--- src/rtl/opidivctl_pkg.sv ---
// Shared definitions for the divider request/result path: widths, packing offsets
// and the zero-divisor result that the opidiv pool also produces.
package opidivctl_pkg;

  localparam int ARCHBITSZ     = 16;
  localparam int GPRCNT        = 32;
  localparam int CLOG2GPRCNT   = $clog2(GPRCNT);
  localparam int IDIVTYPEBITSZ = 2;
  localparam int DIVREQBITSZ   = 2*ARCHBITSZ + CLOG2GPRCNT + IDIVTYPEBITSZ;

  // Request packing, LSB offsets: {signed, rem, gprid, lval, rval}
  localparam int IDIVRVAL    = 0;
  localparam int IDIVLVAL    = ARCHBITSZ;
  localparam int IDIVGPRID   = 2*ARCHBITSZ;
  localparam int IDIVMSBRSLT = 2*ARCHBITSZ + CLOG2GPRCNT;
  localparam int IDIVSIGNED  = IDIVMSBRSLT + 1;

  function automatic logic [ARCHBITSZ-1:0] divzero_result(
    input logic                 sgn,
    input logic                 rem,
    input logic [ARCHBITSZ-1:0] lval
  );
    logic [ARCHBITSZ-1:0] res;
    if (rem)
      res = lval;
    else if (sgn && lval[ARCHBITSZ-1])
      res = ARCHBITSZ'(1);
    else
      res = '1;
    return res;
  endfunction

endpackage

--- src/rtl/opidivctl_gprsb.sv ---
// GPR busy scoreboard: one bit per GPR, a set port, a clear port and two
// combinational lookup ports. The full vector is exported for the issue check.
module opidivctl_gprsb
  import opidivctl_pkg::*;
(
  input  logic                   clk_i,
  input  logic                   rst_i,
  input  logic                   set_en_i,
  input  logic [CLOG2GPRCNT-1:0] set_id_i,
  input  logic                   clr_en_i,
  input  logic [CLOG2GPRCNT-1:0] clr_id_i,
  input  logic [CLOG2GPRCNT-1:0] lka_id_i,
  input  logic [CLOG2GPRCNT-1:0] lkb_id_i,
  output logic                   lka_busy_o,
  output logic                   lkb_busy_o,
  output logic [GPRCNT-1:0]      busy_o
);

  logic [GPRCNT-1:0] busy_q;
  logic [GPRCNT-1:0] busy_d;

  for (genvar gi = 0; gi < GPRCNT; gi++) begin : g_bit
    always_comb begin
      busy_d[gi] = busy_q[gi];
      if (clr_en_i && (clr_id_i == CLOG2GPRCNT'(gi)))
        busy_d[gi] = 1'b0;
      if (set_en_i && (set_id_i == CLOG2GPRCNT'(gi)))
        busy_d[gi] = 1'b1;
    end
  end

  always_ff @(posedge clk_i or negedge rst_i) begin
    if (!rst_i)
      busy_q <= '0;
    else
      busy_q <= busy_d;
  end

  assign lka_busy_o = busy_q[lka_id_i];
  assign lkb_busy_o = busy_q[lkb_id_i];
  assign busy_o     = busy_q;

endmodule

--- src/rtl/opidivctl.sv ---
// Divider issue/writeback controller. Define PUIDIVCTL_DIVZERO_EN to resolve
// zero-divisor requests locally through a one-entry bypass register.
module opidivctl
  import opidivctl_pkg::*;
(
  input  logic                   clk_i,
  input  logic                   rst_i,
  input  logic                   req_stb_i,
  output logic                   req_rdy_o,
  input  logic                   req_signed_i,
  input  logic                   req_rem_i,
  input  logic [CLOG2GPRCNT-1:0] req_gprid_i,
  input  logic [ARCHBITSZ-1:0]   req_lval_i,
  input  logic [ARCHBITSZ-1:0]   req_rval_i,
  output logic                   div_stb_o,
  output logic [DIVREQBITSZ-1:0] div_data_o,
  input  logic                   div_rdy_i,
  input  logic                   div_ordy_i,
  input  logic [ARCHBITSZ-1:0]   div_data_i,
  input  logic [CLOG2GPRCNT-1:0] div_gprid_i,
  output logic                   div_ostb_o,
  output logic                   gpr_we_o,
  output logic [CLOG2GPRCNT-1:0] gpr_id_o,
  output logic [ARCHBITSZ-1:0]   gpr_data_o,
  input  logic                   gpr_gnt_i,
  input  logic [CLOG2GPRCNT-1:0] chk_a_i,
  input  logic [CLOG2GPRCNT-1:0] chk_b_i,
  output logic                   busy_a_o,
  output logic                   busy_b_o,
  output logic                   idle_o
);

  logic                   bypass_sel;
  logic                   byp_full;
  logic [CLOG2GPRCNT-1:0] byp_id;
  logic [ARCHBITSZ-1:0]   byp_data;
  logic [GPRCNT-1:0]      busy_vec;
  logic                   lka_busy, lkb_busy;
  logic                   path_rdy, accept, wb_hs, sel_div;

  assign path_rdy  = bypass_sel ? !byp_full : div_rdy_i;
  assign req_rdy_o = !busy_vec[req_gprid_i] && path_rdy;
  assign accept    = req_stb_i && req_rdy_o;
  assign div_stb_o = accept && !bypass_sel;

  assign div_data_o[IDIVSIGNED]                  = req_signed_i;
  assign div_data_o[IDIVMSBRSLT]                 = req_rem_i;
  assign div_data_o[IDIVGPRID +: CLOG2GPRCNT]    = req_gprid_i;
  assign div_data_o[IDIVLVAL +: ARCHBITSZ]       = req_lval_i;
  assign div_data_o[IDIVRVAL +: ARCHBITSZ]       = req_rval_i;

  // A divider result always wins, so the bypass entry waits behind it.
  assign sel_div    = div_ordy_i;
  assign gpr_we_o   = div_ordy_i || byp_full;
  assign gpr_id_o   = sel_div ? div_gprid_i : byp_id;
  assign gpr_data_o = sel_div ? div_data_i : byp_data;
  assign wb_hs      = gpr_we_o && gpr_gnt_i;
  assign div_ostb_o = wb_hs && sel_div;

`ifdef PUIDIVCTL_DIVZERO_EN
  logic                   byp_full_q, byp_full_d;
  logic [CLOG2GPRCNT-1:0] byp_id_q, byp_id_d;
  logic [ARCHBITSZ-1:0]   byp_data_q, byp_data_d;

  assign bypass_sel = (req_rval_i == '0);

  // Fill and drain are exclusive: filling requires the entry to be empty.
  always_comb begin
    byp_full_d = byp_full_q;
    byp_id_d   = byp_id_q;
    byp_data_d = byp_data_q;
    if (wb_hs && !sel_div)
      byp_full_d = 1'b0;
    if (accept && bypass_sel) begin
      byp_full_d = 1'b1;
      byp_id_d   = req_gprid_i;
      byp_data_d = divzero_result(req_signed_i, req_rem_i, req_lval_i);
    end
  end

  always_ff @(posedge clk_i or negedge rst_i) begin
    if (!rst_i) begin
      byp_full_q <= 1'b0;
      byp_id_q   <= '0;
      byp_data_q <= '0;
    end else begin
      byp_full_q <= byp_full_d;
      byp_id_q   <= byp_id_d;
      byp_data_q <= byp_data_d;
    end
  end

  assign byp_full = byp_full_q;
  assign byp_id   = byp_id_q;
  assign byp_data = byp_data_q;
`else
  assign bypass_sel = 1'b0;
  assign byp_full   = 1'b0;
  assign byp_id     = '0;
  assign byp_data   = '0;
`endif

  opidivctl_gprsb u_gprsb (
    .clk_i      (clk_i),
    .rst_i      (rst_i),
    .set_en_i   (accept),
    .set_id_i   (req_gprid_i),
    .clr_en_i   (wb_hs),
    .clr_id_i   (gpr_id_o),
    .lka_id_i   (chk_a_i),
    .lkb_id_i   (chk_b_i),
    .lka_busy_o (lka_busy),
    .lkb_busy_o (lkb_busy),
    .busy_o     (busy_vec)
  );

  // Forward the acceptance-cycle destination so hazards are seen immediately.
  assign busy_a_o = lka_busy || (accept && (req_gprid_i == chk_a_i));
  assign busy_b_o = lkb_busy || (accept && (req_gprid_i == chk_b_i));
  assign idle_o   = (busy_vec == '0) && !byp_full;

endmodule

--- config.mk ---
export PLATFORM = sky130hd
export DESIGN_NAME = opidivctl
export DESIGN_NICKNAME = d
export VERILOG_FILES = /design/src/rtl/opidivctl_pkg.sv /design/src/rtl/opidivctl_gprsb.sv /design/src/rtl/opidivctl.sv
export SDC_FILE = /design/constraint.sdc
export NUM_CORES = 1
export LEC_CHECK = 0
export BUFFER_PORTS_ARGS = -buffer_cell sky130_fd_sc_hd__buf_2
export CAP_MARGIN = 20
export CORE_ASPECT_RATIO = 0.7
export CORE_UTILIZATION = 51
export CTS_CLUSTER_DIAMETER = 150
export CTS_CLUSTER_SIZE = 8
export DETAILED_ROUTE_END_ITERATION = 10
export PLACE_DENSITY_LB_ADDON = 0.05
export REMOVE_ABC_BUFFERS = 1
export SLEW_MARGIN = 20
export SYNTH_ARGS = -nofsm -noshare
export SYNTH_HDL_FRONTEND = slang
export SYNTH_SLANG_ARGS = --single-unit
export TNS_END_PERCENT = 100
--- constraint.sdc ---
create_clock -name clk_i -period 2.6 [get_ports clk_i]
set_input_delay 0.13 -clock clk_i [delete_from_list [all_inputs] [get_ports clk_i]]
set_output_delay 0.13 -clock clk_i [all_outputs]
set_load 0.02 [all_outputs]
After elaboration in Yosys (flattened, before gate mapping):

Cells that the tools add are included.

* flip-flop bits (word level): 32
* input bits: 76
* output and inout port bits: 67
* word-level logic and storage cells: 279

* $lt $le $gt $ge: 3
* eq/ne operators: 64
* multiplexer cells: 72
* reduce and logical (&&, ||, !) cells: 108

Operator list (count)
* == test 5 bit, second input constant: 32
* == test 5 x 4 -> 1 bit, second input constant: 16
* logical AND 1 bit: 70
* 2-to-1 mux 1 bit: 67
* nonzero test 2 bit: 32
* == test 5 x 3 -> 1 bit, second input constant: 8
* logical NOT 32 bit: 1
* == test 5 x 2 -> 1 bit, second input constant: 4
* < comparator 5 x 6 -> 1 bit, second input constant: 3
* 2-to-1 mux 16 bit: 1
* binary-select mux 1 bit (select 5 bit): 3
* == test 5 x 1 -> 1 bit, second input constant: 2
* == test 5 bit: 2
* logical NOT 5 bit: 2
* 2-to-1 mux 5 bit: 1
* logical OR 1 bit: 2
* logical NOT 1 bit: 1

Longest topological paths before layout:

* depth in word-level cells: 7
* gate-level depth with buffers: 7
* mapped depth without buffers: 5

Modules after synthesis:

A second synthesis with hierarchy kept.

* cells, all modules: 343
* area, all modules: 2954.1 sq um

By module, submodules not included
* opidivctl_gprsb: instances 1, cells an instance 213, area an instance 1968.1 sq um, sequential area each 800.8 sq um
* opidivctl: instances 1, cells an instance 130, area an instance 985.9 sq um, sequential area each 0.0 sq um

Worst setup path after synthesis:

OpenSTA, ideal clock, no wires.

* path kind: register to output
* start: reg u_gprsb.busy_q[11], in the netlist u_gprsb.busy_o[11]
* end: out busy_a_o
* data arrival time: 1.484 ns
* required time: 2.470 ns
* path slack: 0.986 ns
* cell stages (with the launch flop): 6
* buffers on the path: 0
* cells stage by stage: dfrtp_1 mux4_2 a22o_1 nor3_2 a31oi_1 a21o_1

* longest elaborated chain between the ends: 7
* elaborated cells on any way between the ends: 9
* those cells by class: mux: 4; reduce/logical: 5

Ends and longest elaborated chain
* from (decl): line opidivctl_gprsb.sv:19 `logic [GPRCNT-1:0] busy_q;`
* from (signal assigned): line opidivctl_gprsb.sv:36 `busy_q <= busy_d;`
* binary-select mux 1 bit (select 5 bit): line opidivctl.sv:42 `assign req_rdy_o = !busy_vec[req_gprid_i] && path_rdy;`
* 2-to-1 mux 1 bit (not written as such): line opidivctl.sv:42
* logical NOT 1 bit: line opidivctl.sv:42
* logical AND 1 bit: line opidivctl.sv:42
* logical AND 1 bit: line opidivctl.sv:43 `assign accept = req_stb_i && req_rdy_o;`
* logical AND 1 bit: line opidivctl.sv:118 `assign busy_a_o = lka_busy || (accept && (req_gprid_i == chk_a_i));`
* logical OR 1 bit *: line opidivctl.sv:118
* to (decl): line opidivctl.sv:28 `output logic busy_a_o,`

Every way passes the cells marked *; elsewhere a longest branch is shown, timed or not. The select of a mux whose other input is x is not followed.

Worst setup path in the final report:

* start: reg u_gprsb.busy_q[2], in the netlist u_gprsb.busy_o[2]
* end: out busy_a_o

Same word-level chain as after synthesis.

==> summary.md <==
| Metric | Value |
|---|---|
| Leak | `1.42 nW` |
| Routed len/inst | `23.1 µm` |
| TritonCTS clock tree | `yes` |
| Final GP Congestion | `0.924` |
| Status | `finished, final reports clean` |
| Max-slew headroom | `0.519` |
| Cell Rows | `22` |
| Mapped Cells | `307` |
| Filler instances | `503` |
| Gr ovfl total | `0` |
| Worst-path clk slew | `0.07 ns` |
| Worst VDD drop | `0.212 mV` |
| Post-DP HPWL | `7.05 mm` |
| CP Max Fanout | `5` |
| Setup CP Type | `reg -> out` |
| Pwr/cell area | `between 500 and 600 nW/µm²` |
| Count of different cell masters after synthesis | `35` |
| 1st-pass router iterations | `5` |
| Yosys reg bits | `32` |
| Ant diodes | `0` |
| Die ar. | `between 5000 and 6000 µm²` |
| Worst-Skew Late Latency | `0.30 ns` |
| Worst Skew | `0.00792 ns` |
| Final Non-Filler Cells | `409` |
| Worst Max-Slew Pin Slew | `slightly above 0.7 ns` |
| Synth Cell Area | `2880 µm²` |
| EDFF count, synth | `0` |
| Placed cells | `400` |
| Post-route DRC violation count | `0` |
| Top_reg_cell synth | `dfrtp_1` |
| Syn Area/Cell | `~9.4 µm²` |
| Nature of the critical path startpoint | `flip-flop` |
| Most common cell after layout, fill and taps aside | `buf_2` |
| Setup TNS | `0 ns` |
| Critical Path RT | `2.47 ns` |
| Sink Count | `32` |
| Layout cells sized above 1 | `0.297` |
| Post-CTS Setup Repair Bufs | `0` |
| Max Cap Viol | `0` |
| Hold Slack | `0.260 ns` |
| CP Data Arrival Time | `a little under 2 ns` |
| RSZ-0062 raised after global routing | `false` |
| Final Max Tran Viols | `0` |
| Yosys warns | `0` |
| Layout Utilization | `0.572` |
| Global-route wire length before repair | `14.2 mm` |
| Worst hold-check path type | `in -> out` |
| Buffers on Ports | `74` |
| Via count | `2,611` |
| Initial core utilization | `0.539` |
| WL final | `9.43 mm` |
| CTS resizes | `0` |
| Final setup fails | `0` |
| Post-route cell area | `3060 µm²` |
| Htree depth | `2` |
| Final Hold Viols | `0` |
| Commonest cells after routing, fill and taps aside | `74 x buf_2, 56 x o21ai_0, 32 x dfrtp_1` |
| Largest net degree at the start of global routing | `33` |
| Max FFs per register | `32` |
| CTS Hold Bufs | `1` |
| Async SR Flop Fraction | `1.00` |
| Pre-CTS setup slack | `0.596 ns` |
| Initial antenna violation count | `0` |
| Register area share after synthesis | `0.278` |
| Die width | `91.8 µm` |
| Total power | `1.61 mW` |
| Tmin final | `approximately 2.1 ns` |
| I/O pins | `143` |
| Root buffer cell | `clkbuf_8` |
| Layout Nets | `412` |
| Area grow syn2layout | `6.08%` |
| Vias in the first global route | `2,380` |
| Vias per std cell | `6.38` |
| Post-route worst setup slack | `0.480 ns` |
| Placed instance area | `2960 µm²` |
| CORE AREA | `5340 µm²` |
| CP endpoint kind | `output port` |
| FMAX | `0.472 GHz` |
| Routed Antenna Nets | `0` |
| Die Y | `around 65 µm` |
| Num CTS Buffers | `5` |
| Iter 0 DRT Violations | `243` |
| Total Routing Usage GR | `0.334` |
| CTS max path bufs | `2` |
| Fraction of the cycle the final worst path needs | `0.816` |
==> logic make-up after synthesis <==
logic type	share of synthesized area
and+or+nand+nor	0.194
AOI/OAI and AO/OA	0.170
buffers and inverters	0.138
muxes	0.190
DFF	0.278
xor gates and xnor gates	0.0304
==> layout make-up <==
| class | count | area [µm²] | area share |
|---|---|---|---|
| Multi-Input combinational cell | 218 | 1680 | 0.550 |
| Sequential cell | 32 | 801 | 0.262 |
| Timing Repair Buffer | 75 | 380 | 0.124 |
| Tap cell | 72 | 90.1 | 0.0295 |
| Clock buffer | 5 | 68.8 | 0.0225 |
| Clock inverter | 3 | 18.8 | 0.00614 |
| Inverter | 4 | 15.0 | 0.00491 |
==> where the power goes <==
group	leakage [nW]	internal (mW)	switching (mW)
combinational	0.948	0.246	0.275
clock	0.0479	0.186	0.205
sequential	0.419	0.582	0.113
==> metal layers <==
layer | GRT usage | part of all wire
met1 | 0.472 | 0.44
met2 | 0.437 | 0.39
met3 | 0.196 | 0.16
met4 | 0.0586 | 0.0094
met5 | 0 | 0
==> cells in the mapped netlist (9+ instances only) <==
master,count,share of area
buf_4,40,0.10
nand2_1,14,0.018
mux4_2,9,0.070
and2_1,23,0.050
a22oi_1,12,0.031
o21ai_1,9,0.016
mux2i_1,16,0.056
o21ai_0,56,0.097
dfrtp_1,32,0.28
nor4_1,10,0.022
==> worst paths after layout <==
path,from,endpoint,slack (ns),cells after the start
max,u_gprsb.busy_o[2]$_DFFE_PN0P_,busy_a_o,0.48,6
min,req_lval_i[12],div_data_o[28],0.26,0
max reg2reg,u_gprsb.busy_o[22]$_DFFE_PN0P_,u_gprsb.busy_o[23]$_DFFE_PN0P_,1.06,5
min reg2reg,u_gprsb.busy_o[17]$_DFFE_PN0P_,u_gprsb.busy_o[17]$_DFFE_PN0P_,0.59,2
max in group asynchronous,rst_i,u_gprsb.busy_o[7]$_DFFE_PN0P_,1.71,2
min in group asynchronous,rst_i,u_gprsb.busy_o[29]$_DFFE_PN0P_,0.42,2
==> worst max-delay path, cell delays in order, from the launching register on <==
cell and delay, ns:
dfrtp_1 0.43, mux4_1 0.53, a22o_1 0.21, nor3_2 0.15, a31oi_1 0.06, a21o_1 0.15, buf_2 0.15
Power figures use the tool's default switching activity.
